--- config.mk ---
export PLATFORM = sky130hd
export DESIGN_NAME = uart_rx_flat
export DESIGN_NICKNAME = d
export VERILOG_FILES = /design/src/rtl/uart_rx_if.sv /design/src/rtl/uart_rx.sv /design/src/flat_wrapper.sv
export SDC_FILE = /design/constraint.sdc
export NUM_CORES = 1
export LEC_CHECK = 0
export BUFFER_PORTS_ARGS = -buffer_cell sky130_fd_sc_hd__buf_4
export CORE_ASPECT_RATIO = 0.75
export CORE_MARGIN = 5
export CORE_UTILIZATION = 58
export DETAILED_ROUTE_END_ITERATION = 16
export GPL_TIMING_DRIVEN = 0
export PLACE_DENSITY = 0.77
export SYNTH_ARGS = -nofsm -noshare
export SYNTH_HDL_FRONTEND = slang
export SYNTH_SLANG_ARGS = --single-unit
--- constraint.sdc ---
create_clock -name clk -period 3.1 [get_ports clk]
set_input_delay 0 -clock clk [delete_from_list [all_inputs] [get_ports clk]]
set_output_delay 0 -clock clk [all_outputs]
set_load 0.01 [all_outputs]
--- src/rtl/uart_rx_if.sv ---
// Receive-side handshake bundle: held byte/valid with ack, plus one-cycle error pulses.
interface uart_rx_if;
    logic [7:0] data;
    logic       valid;
    logic       ack;
    logic       frame_error;
    logic       overrun;

    modport master (output data, output valid, output frame_error, output overrun, input ack);
    modport slave  (input data, input valid, input frame_error, input overrun, output ack);
endinterface

--- src/rtl/uart_rx.sv ---
// 8N1 UART receiver, LSB first, runtime bit period shared with the transmitter.
// Bytes are held on valid/ack; framing error and overrun are single-cycle pulses.
module uart_rx #(
    parameter int unsigned COUNTER_WIDTH = 24
) (
    input  logic                     clk,
    input  logic                     rst,
    input  logic                     uart_rx_in,
    input  logic [COUNTER_WIDTH-1:0] cycles_per_bit,
    uart_rx_if.master                bus
);

    typedef enum logic [1:0] {
        IDLE  = 2'd0,
        START = 2'd1,
        DATA  = 2'd2,
        STOP  = 2'd3
    } state_e;

    state_e                   state_q;
    logic                     sync1_q;
    logic                     sync2_q;
    logic                     rx_d_q;
    logic [COUNTER_WIDTH-1:0] cnt_q;
    logic [2:0]               idx_q;
    logic [7:0]               shift_q;
    logic [7:0]               data_q;
    logic                     valid_q;
    logic                     frame_error_q;
    logic                     overrun_q;

    logic                     rx_s;
    logic [COUNTER_WIDTH-1:0] half;

    assign rx_s = sync2_q;
    assign half = cycles_per_bit >> 1;

    always_ff @(posedge clk or posedge rst) begin
        if (rst) begin
            state_q       <= IDLE;
            sync1_q       <= 1'b1;
            sync2_q       <= 1'b1;
            rx_d_q        <= 1'b1;
            cnt_q         <= '0;
            idx_q         <= '0;
            shift_q       <= '0;
            data_q        <= '0;
            valid_q       <= 1'b0;
            frame_error_q <= 1'b0;
            overrun_q     <= 1'b0;
        end else begin
            sync1_q       <= uart_rx_in;
            sync2_q       <= sync1_q;
            rx_d_q        <= rx_s;
            frame_error_q <= 1'b0;
            overrun_q     <= 1'b0;

            // A good stop sample later in this block overrides this clear.
            if (bus.ack) begin
                valid_q <= 1'b0;
            end

            case (state_q)
                IDLE: begin
                    cnt_q <= '0;
                    idx_q <= '0;
                    if (rx_d_q && !rx_s) begin
                        state_q <= START;
                    end
                end
                START: begin
                    if (cnt_q == half) begin
                        cnt_q   <= '0;
                        idx_q   <= '0;
                        state_q <= rx_s ? IDLE : DATA;
                    end else begin
                        cnt_q <= cnt_q + COUNTER_WIDTH'(1);
                    end
                end
                DATA: begin
                    if (cnt_q >= cycles_per_bit) begin
                        cnt_q   <= '0;
                        shift_q <= {rx_s, shift_q[7:1]};
                        if (idx_q == 3'd7) begin
                            state_q <= STOP;
                        end else begin
                            idx_q <= idx_q + 3'd1;
                        end
                    end else begin
                        cnt_q <= cnt_q + COUNTER_WIDTH'(1);
                    end
                end
                STOP: begin
                    if (cnt_q >= cycles_per_bit) begin
                        cnt_q   <= '0;
                        state_q <= IDLE;
                        if (rx_s) begin
                            data_q  <= shift_q;
                            valid_q <= 1'b1;
                            if (valid_q && !bus.ack) begin
                                overrun_q <= 1'b1;
                            end
                        end else begin
                            frame_error_q <= 1'b1;
                        end
                    end else begin
                        cnt_q <= cnt_q + COUNTER_WIDTH'(1);
                    end
                end
                default: begin
                    state_q <= IDLE;
                    cnt_q   <= '0;
                end
            endcase
        end
    end

    assign bus.data        = data_q;
    assign bus.valid       = valid_q;
    assign bus.frame_error = frame_error_q;
    assign bus.overrun     = overrun_q;

endmodule

--- src/flat_wrapper.sv ---
// flat-port wrapper written by rule: the top's interface ports become plain ports
module uart_rx_flat 
#(
    parameter int unsigned COUNTER_WIDTH = 24
)
  (clk, rst, uart_rx_in, cycles_per_bit, bus_data, bus_valid, bus_frame_error, bus_overrun, bus_ack);
  uart_rx_if bus_i ();
  input  logic clk;
  input  logic rst;
  input  logic uart_rx_in;
  input  logic [COUNTER_WIDTH-1:0] cycles_per_bit;
  output wire logic [$bits(bus_i.data)-1:0] bus_data;
  output wire logic [$bits(bus_i.valid)-1:0] bus_valid;
  output wire logic [$bits(bus_i.frame_error)-1:0] bus_frame_error;
  output wire logic [$bits(bus_i.overrun)-1:0] bus_overrun;
  input wire logic [$bits(bus_i.ack)-1:0] bus_ack;
  assign bus_data = bus_i.data;
  assign bus_valid = bus_i.valid;
  assign bus_frame_error = bus_i.frame_error;
  assign bus_overrun = bus_i.overrun;
  assign bus_i.ack = bus_ack;
  uart_rx #(.COUNTER_WIDTH(COUNTER_WIDTH)) u_core (.clk(clk), .rst(rst), .uart_rx_in(uart_rx_in), .cycles_per_bit(cycles_per_bit), .bus(bus_i));
endmodule
Word level (Yosys, flattened, before mapping)
Index checks and enable logic that the tools add are counted.
W data, S select, Z words.
{"block": "word_totals", "regBits": 51, "input_bits": 28, "out_inout_bits": 11}
{"block": "classes", "addsub": 2, "order_cmp": 1, "n_eq_ne": 11, "muxes": 25, "n_reduce_logical": 11}
{"cell": "$pmux W24 S3", "count": 1}
{"cell": "$mux W24", "count": 2}
{"cell": "$add A24 B1 Y24 const B", "count": 1}
{"cell": "$eq A24 B23 Y1", "count": 1}
{"cell": "$ge A24 B24 Y1", "count": 1}
{"cell": "$mux W2", "count": 6}
{"cell": "$mux W1", "count": 11}
{"cell": "$ne A2 B1 Y1 const B", "count": 5}
{"cell": "$mux W3", "count": 3}
{"cell": "$pmux W3 S3", "count": 1}
{"cell": "$pmux W2 S4", "count": 1}
{"cell": "$reduce_and A5 Y1", "count": 1}
{"cell": "$eq A2 B2 Y1 const B", "count": 2}
{"cell": "$reduce_and A4 Y1", "count": 1}
{"cell": "$add A3 B1 Y3 const B", "count": 1}
{"cell": "$eq A3 B3 Y1 const B", "count": 1}
{"cell": "$reduce_and A3 Y1", "count": 1}
{"cell": "$reduce_bool A3 Y1", "count": 1}
{"cell": "$eq A2 B1 Y1 const B", "count": 1}
{"cell": "$logic_and A1 B1 Y1", "count": 2}
{"cell": "$logic_not A1 Y1", "count": 2}
{"cell": "$logic_not A2 Y1", "count": 1}
{"cell": "$ne A2 B2 Y1 const B", "count": 1}
{"cell": "$reduce_and A2 Y1", "count": 1}
{"cell": "$reduce_or A2 Y1", "count": 1}

Longest topological paths before layout
{"block": "depth", "word_depth": 6, "ltp_mapped": 9, "depth_no_buf": 8}

Worst setup path before layout
No wires, ideal clock.
{"block": "synth_timing", "path_kind": "flip-flop to flip-flop", "start": "register u_core.cnt_q[21]", "end": "register u_core.shift_q[0]", "setup_ps": 127, "arrival_ps": 2185, "path_slack_ps": 787, "stages_incl_launch_ff": 8, "synth_period_minus_slack_ps": 2313, "cell_sequence": "dfrtp_1 > ha_1 > nand4_1 > nor4_1 > nand2_1 > o211ai_2 > o211ai_2 > mux2_1"}
{"block": "synth_between", "elab_chain_len": 2}
{"item": "start, declared", "line_no": "uart_rx.sv:24", "rtl": "logic [COUNTER_WIDTH-1:0] cnt_q;"}
{"item": "start signal, assigned", "line_no": "uart_rx.sv:77", "rtl": "cnt_q <= cnt_q + COUNTER_WIDTH'(1);"}
{"item": "start signal, assigned", "line_no": "uart_rx.sv:90", "rtl": "cnt_q <= cnt_q + COUNTER_WIDTH'(1);"}
{"item": "start signal, assigned", "line_no": "uart_rx.sv:107", "rtl": "cnt_q <= cnt_q + COUNTER_WIDTH'(1);"}
{"item": "$ge A24 B24 Y1", "line_no": "uart_rx.sv:81", "rtl": "if (cnt_q >= cycles_per_bit) begin"}
{"item": "$reduce_and A2 Y1 (no line)"}
{"item": "end signal, assigned", "line_no": "uart_rx.sv:83", "rtl": "shift_q <= {rx_s, shift_q[7:1]};"}
{"item": "end, declared", "line_no": "uart_rx.sv:26", "rtl": "logic [7:0] shift_q;"}
No other way between the ends.
A chain may end at the register's enable or synchronous reset.

Worst setup path in the final report
{"block": "layout_timing", "start": "register u_core.cnt_q[21]", "end": "register u_core.shift_q[2]"}
Same word-level chain as after synthesis.

==> tab_implementation.tex <==
\begin{tabular}{lr}
\hline
Metric & Value \\
\hline
\multicolumn{2}{l}{\textbf{Critical path}} \\
Longest individual stage delay on the worst path & 0.46 ns \\
Required time worst endpoint & 3.28 ns \\
Depth of the worst register-to-register path & 7 \\
Critical Path End Type & register \\
Most frequent cell on the critical path & sky130\_fd\_sc\_hd\_\_o211ai\_2 \\
Worst path arrival time & 2.88 ns \\
Crit path capture & u\_core.shift\_q[2] \\
Worst-path cell chain & ha\_1 > nand4\_1 > nor4\_1 > nand2\_1 > o211ai\_2 > o211ai\_2 > mux2\_1 \\
Crit. Startpoint & u\_core.cnt\_q[21] \\
Worst Path Max Fanout & 8 \\
Worst R2R Start & u\_core.cnt\_q[21] \\
Classification of the worst setup path & reg -> reg \\
Worst-case register-to-register setup slack & 0.40 ns \\
Endpoint of the most critical register-to-register path & u\_core.shift\_q[2] \\
Startpoint Class & register \\
Critical path's slowest cell & sky130\_fd\_sc\_hd\_\_dfrtp\_1 \\
\multicolumn{2}{l}{\textbf{Yosys}} \\
Compound-Gate Fraction of Synth Area & 0.0869 \\
Multiplexer share of the synthesized area & 0.0564 \\
Post-synthesis instance area & 3200 sq um \\
Library cells used by synthesis & 42 \\
Dominant combinational cell family by area after synthesis & simple AND/OR/NAND/NOR gates \\
Fraction of synthesized cell area taken by the top area cell type & 0.376 \\
Sequential area share after synthesis & 0.400 \\
Syn Nets & 371 \\
Warnings, synthesis & 0 \\
XOR/XNOR share of the synthesized area & 0.123 \\
Synthesized area per cell & 10.1 sq um \\
Post-synth top area cell & sky130\_fd\_sc\_hd\_\_dfrtp\_1 \\
Area share of fa/ha/maj cells after synthesis & 0.106 \\
Simple-gate share of the synthesized area & 0.181 \\
Cells after Synth & 316 \\
Biggest area contributors in the synthesized netlist & sky130\_fd\_sc\_hd\_\_dfrtp\_1, sky130\_fd\_sc\_hd\_\_ha\_1, sky130\_fd\_sc\_hd\_\_xnor2\_1 \\
Post-synthesis sequential element count & 51 \\
\multicolumn{2}{l}{\textbf{Die}} \\
Die width & 95.7 um \\
Core area & 5350 sq um \\
Die H & 74.3 um \\
Count of standard-cell rows & 23 \\
Initial Util & 0.597 \\
DIE AREA & 7110 sq um \\
I/O pin count & 39 \\
\multicolumn{2}{l}{\textbf{GRT}} \\
Global route overflow & 0 \\
Wire length of the first global-routing pass & 11500 um \\
Aggregate global-route resource usage & 0.211 \\
Initial antenna violation count & 0 \\
Maximum number of pins on one net before global-route repair & 37 \\
Global-route met2 utilization & 0.337 \\
Vias in the first global route & 2414 \\
Met1 track demand over resource in global routing & 0.304 \\
GR met3 Demand/Resource & 0.0384 \\
Busiest layer in global routing & met2 \\
\multicolumn{2}{l}{\textbf{STA}} \\
Time the worst path needs with I/O delays and setup & 2.70 ns \\
Timing-limited maximum frequency & 371 MHz \\
Setup\_tns & 0 ns \\
Final count of pins violating max slew & 0 \\
Slew of the pin with the lowest slew margin & 0.849 ns \\
Final worst-path cycle share & 0.870 \\
Setup slack of the critical path after layout & 0.403 ns \\
Fin Clk Skew & 0.00739 ns \\
Final-report hold violation count & 0 \\
Relative slew slack & 0.430 \\
Count of final setup violators & 0 \\
Unrepaired setup endpoints after global routing & false \\
\multicolumn{2}{l}{\textbf{Routing}} \\
Post-detailed-routing wire length & 6750 um \\
Number of vias after detailed routing & 2372 \\
Final routed DRC violation total & 0 \\
Vias per inst & 5.38 \\
1st-iter DRT viols & 124 \\
Post-detailed-route count of antenna-violating nets & 0 \\
Per-cell routed wire length & 15.3 um \\
Drt pass-1 iters & 4 \\
\multicolumn{2}{l}{\textbf{Placed design}} \\
Buffers on Ports & 38 \\
Routability-driven placement congestion ratio & 0.806 \\
Worst setup slack after placement & 0.435 ns \\
Placed wire-length estimate after detailed placement & 5270 um \\
Cell count after placement & 430 \\
\multicolumn{2}{l}{\textbf{Clocking}} \\
Worst-Skew Late Latency & 0.30 ns \\
TritonCTS buffer count & 5 \\
CTS tree & built \\
Total of cells resized after clock tree synthesis & 0 \\
Clock Sinks & 51 \\
Total setup buffers inserted after CTS & 0 \\
Clock tree buffer depth & 2 \\
CTS clk-pin slew, worst paths & 0.09 ns \\
CTS HTree Levels & 2 \\
Cell at the root of the clock tree & sky130\_fd\_sc\_hd\_\_clkbuf\_8 \\
\multicolumn{2}{l}{\textbf{Min path}} \\
Type of the tightest min-delay check & in -> async \\
\multicolumn{2}{l}{\textbf{Cells and area}} \\
Most used cells in the layout excluding fill and tap cells & sky130\_fd\_sc\_hd\_\_dfrtp\_1, sky130\_fd\_sc\_hd\_\_buf\_4, sky130\_fd\_sc\_hd\_\_nand2\_1 \\
Layout area overhead & 17.6\% \\
Finished Layout Cells & 441 \\
Fraction of layout cells with a size suffix above 1 & 0.251 \\
Antenna cells & 0 \\
Final Util & 0.702 \\
Most common cell after layout, fill and taps aside & sky130\_fd\_sc\_hd\_\_dfrtp\_1 \\
Total Nets Final & 420 \\
\multicolumn{2}{l}{\textbf{Flow run}} \\
Max cap viols & 0 \\
\multicolumn{2}{l}{\textbf{Pwr}} \\
Peak ir drop on the vdd network & 0.240 mV \\
Total leakage power & 1.80 nW \\
Total power divided by cell area & 354 nW/um\^{}2 \\
Overall power consumption & 1.33 mW \\
\multicolumn{2}{l}{\textbf{Run status}} \\
Status & finished, final reports clean \\
\hline
\end{tabular}
==> how the worst min path moves through the flow <==
stage	startpoint	end	slack (ns)	cells past startpoint
CTS	rst	u_core.cnt_q[16]	0.24	3
global placement	uart_rx_in	u_core.sync1_q	0.12	1
finish	rst	u_core.cnt_q[16]	0.23	3
floorplan	uart_rx_in	u_core.sync1_q	0.004	0
global route	rst	u_core.cnt_q[16]	0.27	3
detailed placement	rst	u_core.cnt_q[16]	0.009	2
==> cells in the mapped netlist <==
library cell and instances:
sky130_fd_sc_hd__a211oi_1 2, sky130_fd_sc_hd__a211oi_2 1, sky130_fd_sc_hd__a21oi_1 10, sky130_fd_sc_hd__a21oi_2 1, sky130_fd_sc_hd__a31oi_1 1, sky130_fd_sc_hd__a31oi_4 1, sky130_fd_sc_hd__and3_1 4, sky130_fd_sc_hd__and4_1 2
sky130_fd_sc_hd__buf_2 1, sky130_fd_sc_hd__buf_6 2, sky130_fd_sc_hd__clkbuf_1 3, sky130_fd_sc_hd__dfrtp_1 48, sky130_fd_sc_hd__dfstp_2 3, sky130_fd_sc_hd__ha_1 27, sky130_fd_sc_hd__inv_1 29, sky130_fd_sc_hd__mux2_1 8
sky130_fd_sc_hd__mux2_2 8, sky130_fd_sc_hd__nand2_1 29, sky130_fd_sc_hd__nand2b_1 1, sky130_fd_sc_hd__nand2b_2 1, sky130_fd_sc_hd__nand3_1 7, sky130_fd_sc_hd__nand3b_1 1, sky130_fd_sc_hd__nand4_1 13, sky130_fd_sc_hd__nand4_2 1
sky130_fd_sc_hd__nor2_1 15, sky130_fd_sc_hd__nor2_2 21, sky130_fd_sc_hd__nor2b_1 4, sky130_fd_sc_hd__nor3_1 5, sky130_fd_sc_hd__nor4_1 1, sky130_fd_sc_hd__nor4_4 1, sky130_fd_sc_hd__o2111ai_1 3, sky130_fd_sc_hd__o2111ai_4 1
sky130_fd_sc_hd__o211a_1 1, sky130_fd_sc_hd__o211ai_1 4, sky130_fd_sc_hd__o211ai_2 2, sky130_fd_sc_hd__o21a_1 1, sky130_fd_sc_hd__o21ai_0 4, sky130_fd_sc_hd__o21ai_1 2, sky130_fd_sc_hd__o22a_1 1, sky130_fd_sc_hd__or4_4 1
sky130_fd_sc_hd__xnor2_1 27, sky130_fd_sc_hd__xor2_1 18
==> power by group <==
| part | internal [mW] | leakage (nW) | switching [mW] |
|---|---|---|---|
| clock | 0.322 | 0.0654 | 0.212 |
| combinational | 0.0576 | 1.07 | 0.0590 |
| sequential | 0.671 | 0.662 | 0.00741 |
| total | 1.05 | 1.80 | 0.278 |
==> cell type report <==
| cell class | count | area (sq um) |
|---|---|---|
| Buffer | 6 | 38.8 |
| Multi-Input combinational cell | 230 | 1770 |
| Tap cell | 75 | 93.8 |
| Fill cell | 421 | 1590 |
| Timing Repair Buffer | 42 | 335 |
| Sequential cell | 51 | 1280 |
| Clock inverter | 2 | 60.1 |
| Clock buffer | 6 | 72.6 |
| Inverter | 29 | 109 |
==> critical path, delay by kind of cell, from the launching register on <==
kind,cells,cell delay [ns]
AO/OA/AOI/OAI,2,0.75
adder cells (fa/ha/maj),1,0.33
flip-flops,1,0.46
multiplexers,1,0.39
AND/OR/NAND/NOR,3,0.66
==> sequential cells by signal, summed over array words and instances (netlist names), named ones only <==
register and count:
u_core.cnt_q 24, u_core.bus.data 8, u_core.shift_q 8, u_core.idx_q 3, u_core.bus.frame_error 1, u_core.bus.overrun 1, u_core.bus.valid 1, u_core.rx_d_q 1
u_core.rx_s 1, u_core.state_q 1, u_core.sync1_q 1
==> cells by family (layout without fill, tap and decap cells) <==
| kind of cell | Yosys count | after routing |
|---|---|---|
| compound gates | 35 | 35 |
| xor+xnor | 45 | 45 |
| fa+ha+maj | 27 | 27 |
| buf+inv | 35 | 85 |
| flops | 51 | 51 |
| mux | 16 | 16 |
| simple gates | 107 | 107 |
==> routing by layer <==
layer | up-vias | part of all wire | routed length, um
li1 | 1170 | - | -
met1 | 1153 | 0.47 | 3170
met2 | 41 | 0.47 | 3150
met3 | 8 | 0.054 | 367
met4 | 0 | 0.0095 | 64
met5 | - | 0 | 0
==> what timing repair did <==
action                                  4_1_cts  5_1_grt
hold endpoints to repair                     18        0
hold buffers                                  3        0
endpoints found under the setup margin        0        0
==> per-stage QoR <==
stage | hold WS [ns] | area (sq um)
6_report | 0.232 | 3760
2_1_floorplan | 0.00448 | 3200
3_3_place_gp | 0.116 | 3580
5_1_grt | 0.273 | 3760
4_1_cts | 0.239 | 3760
3_5_place_dp | 0.00922 | 3600
No activity file was read; power rests on OpenSTA's default activity.
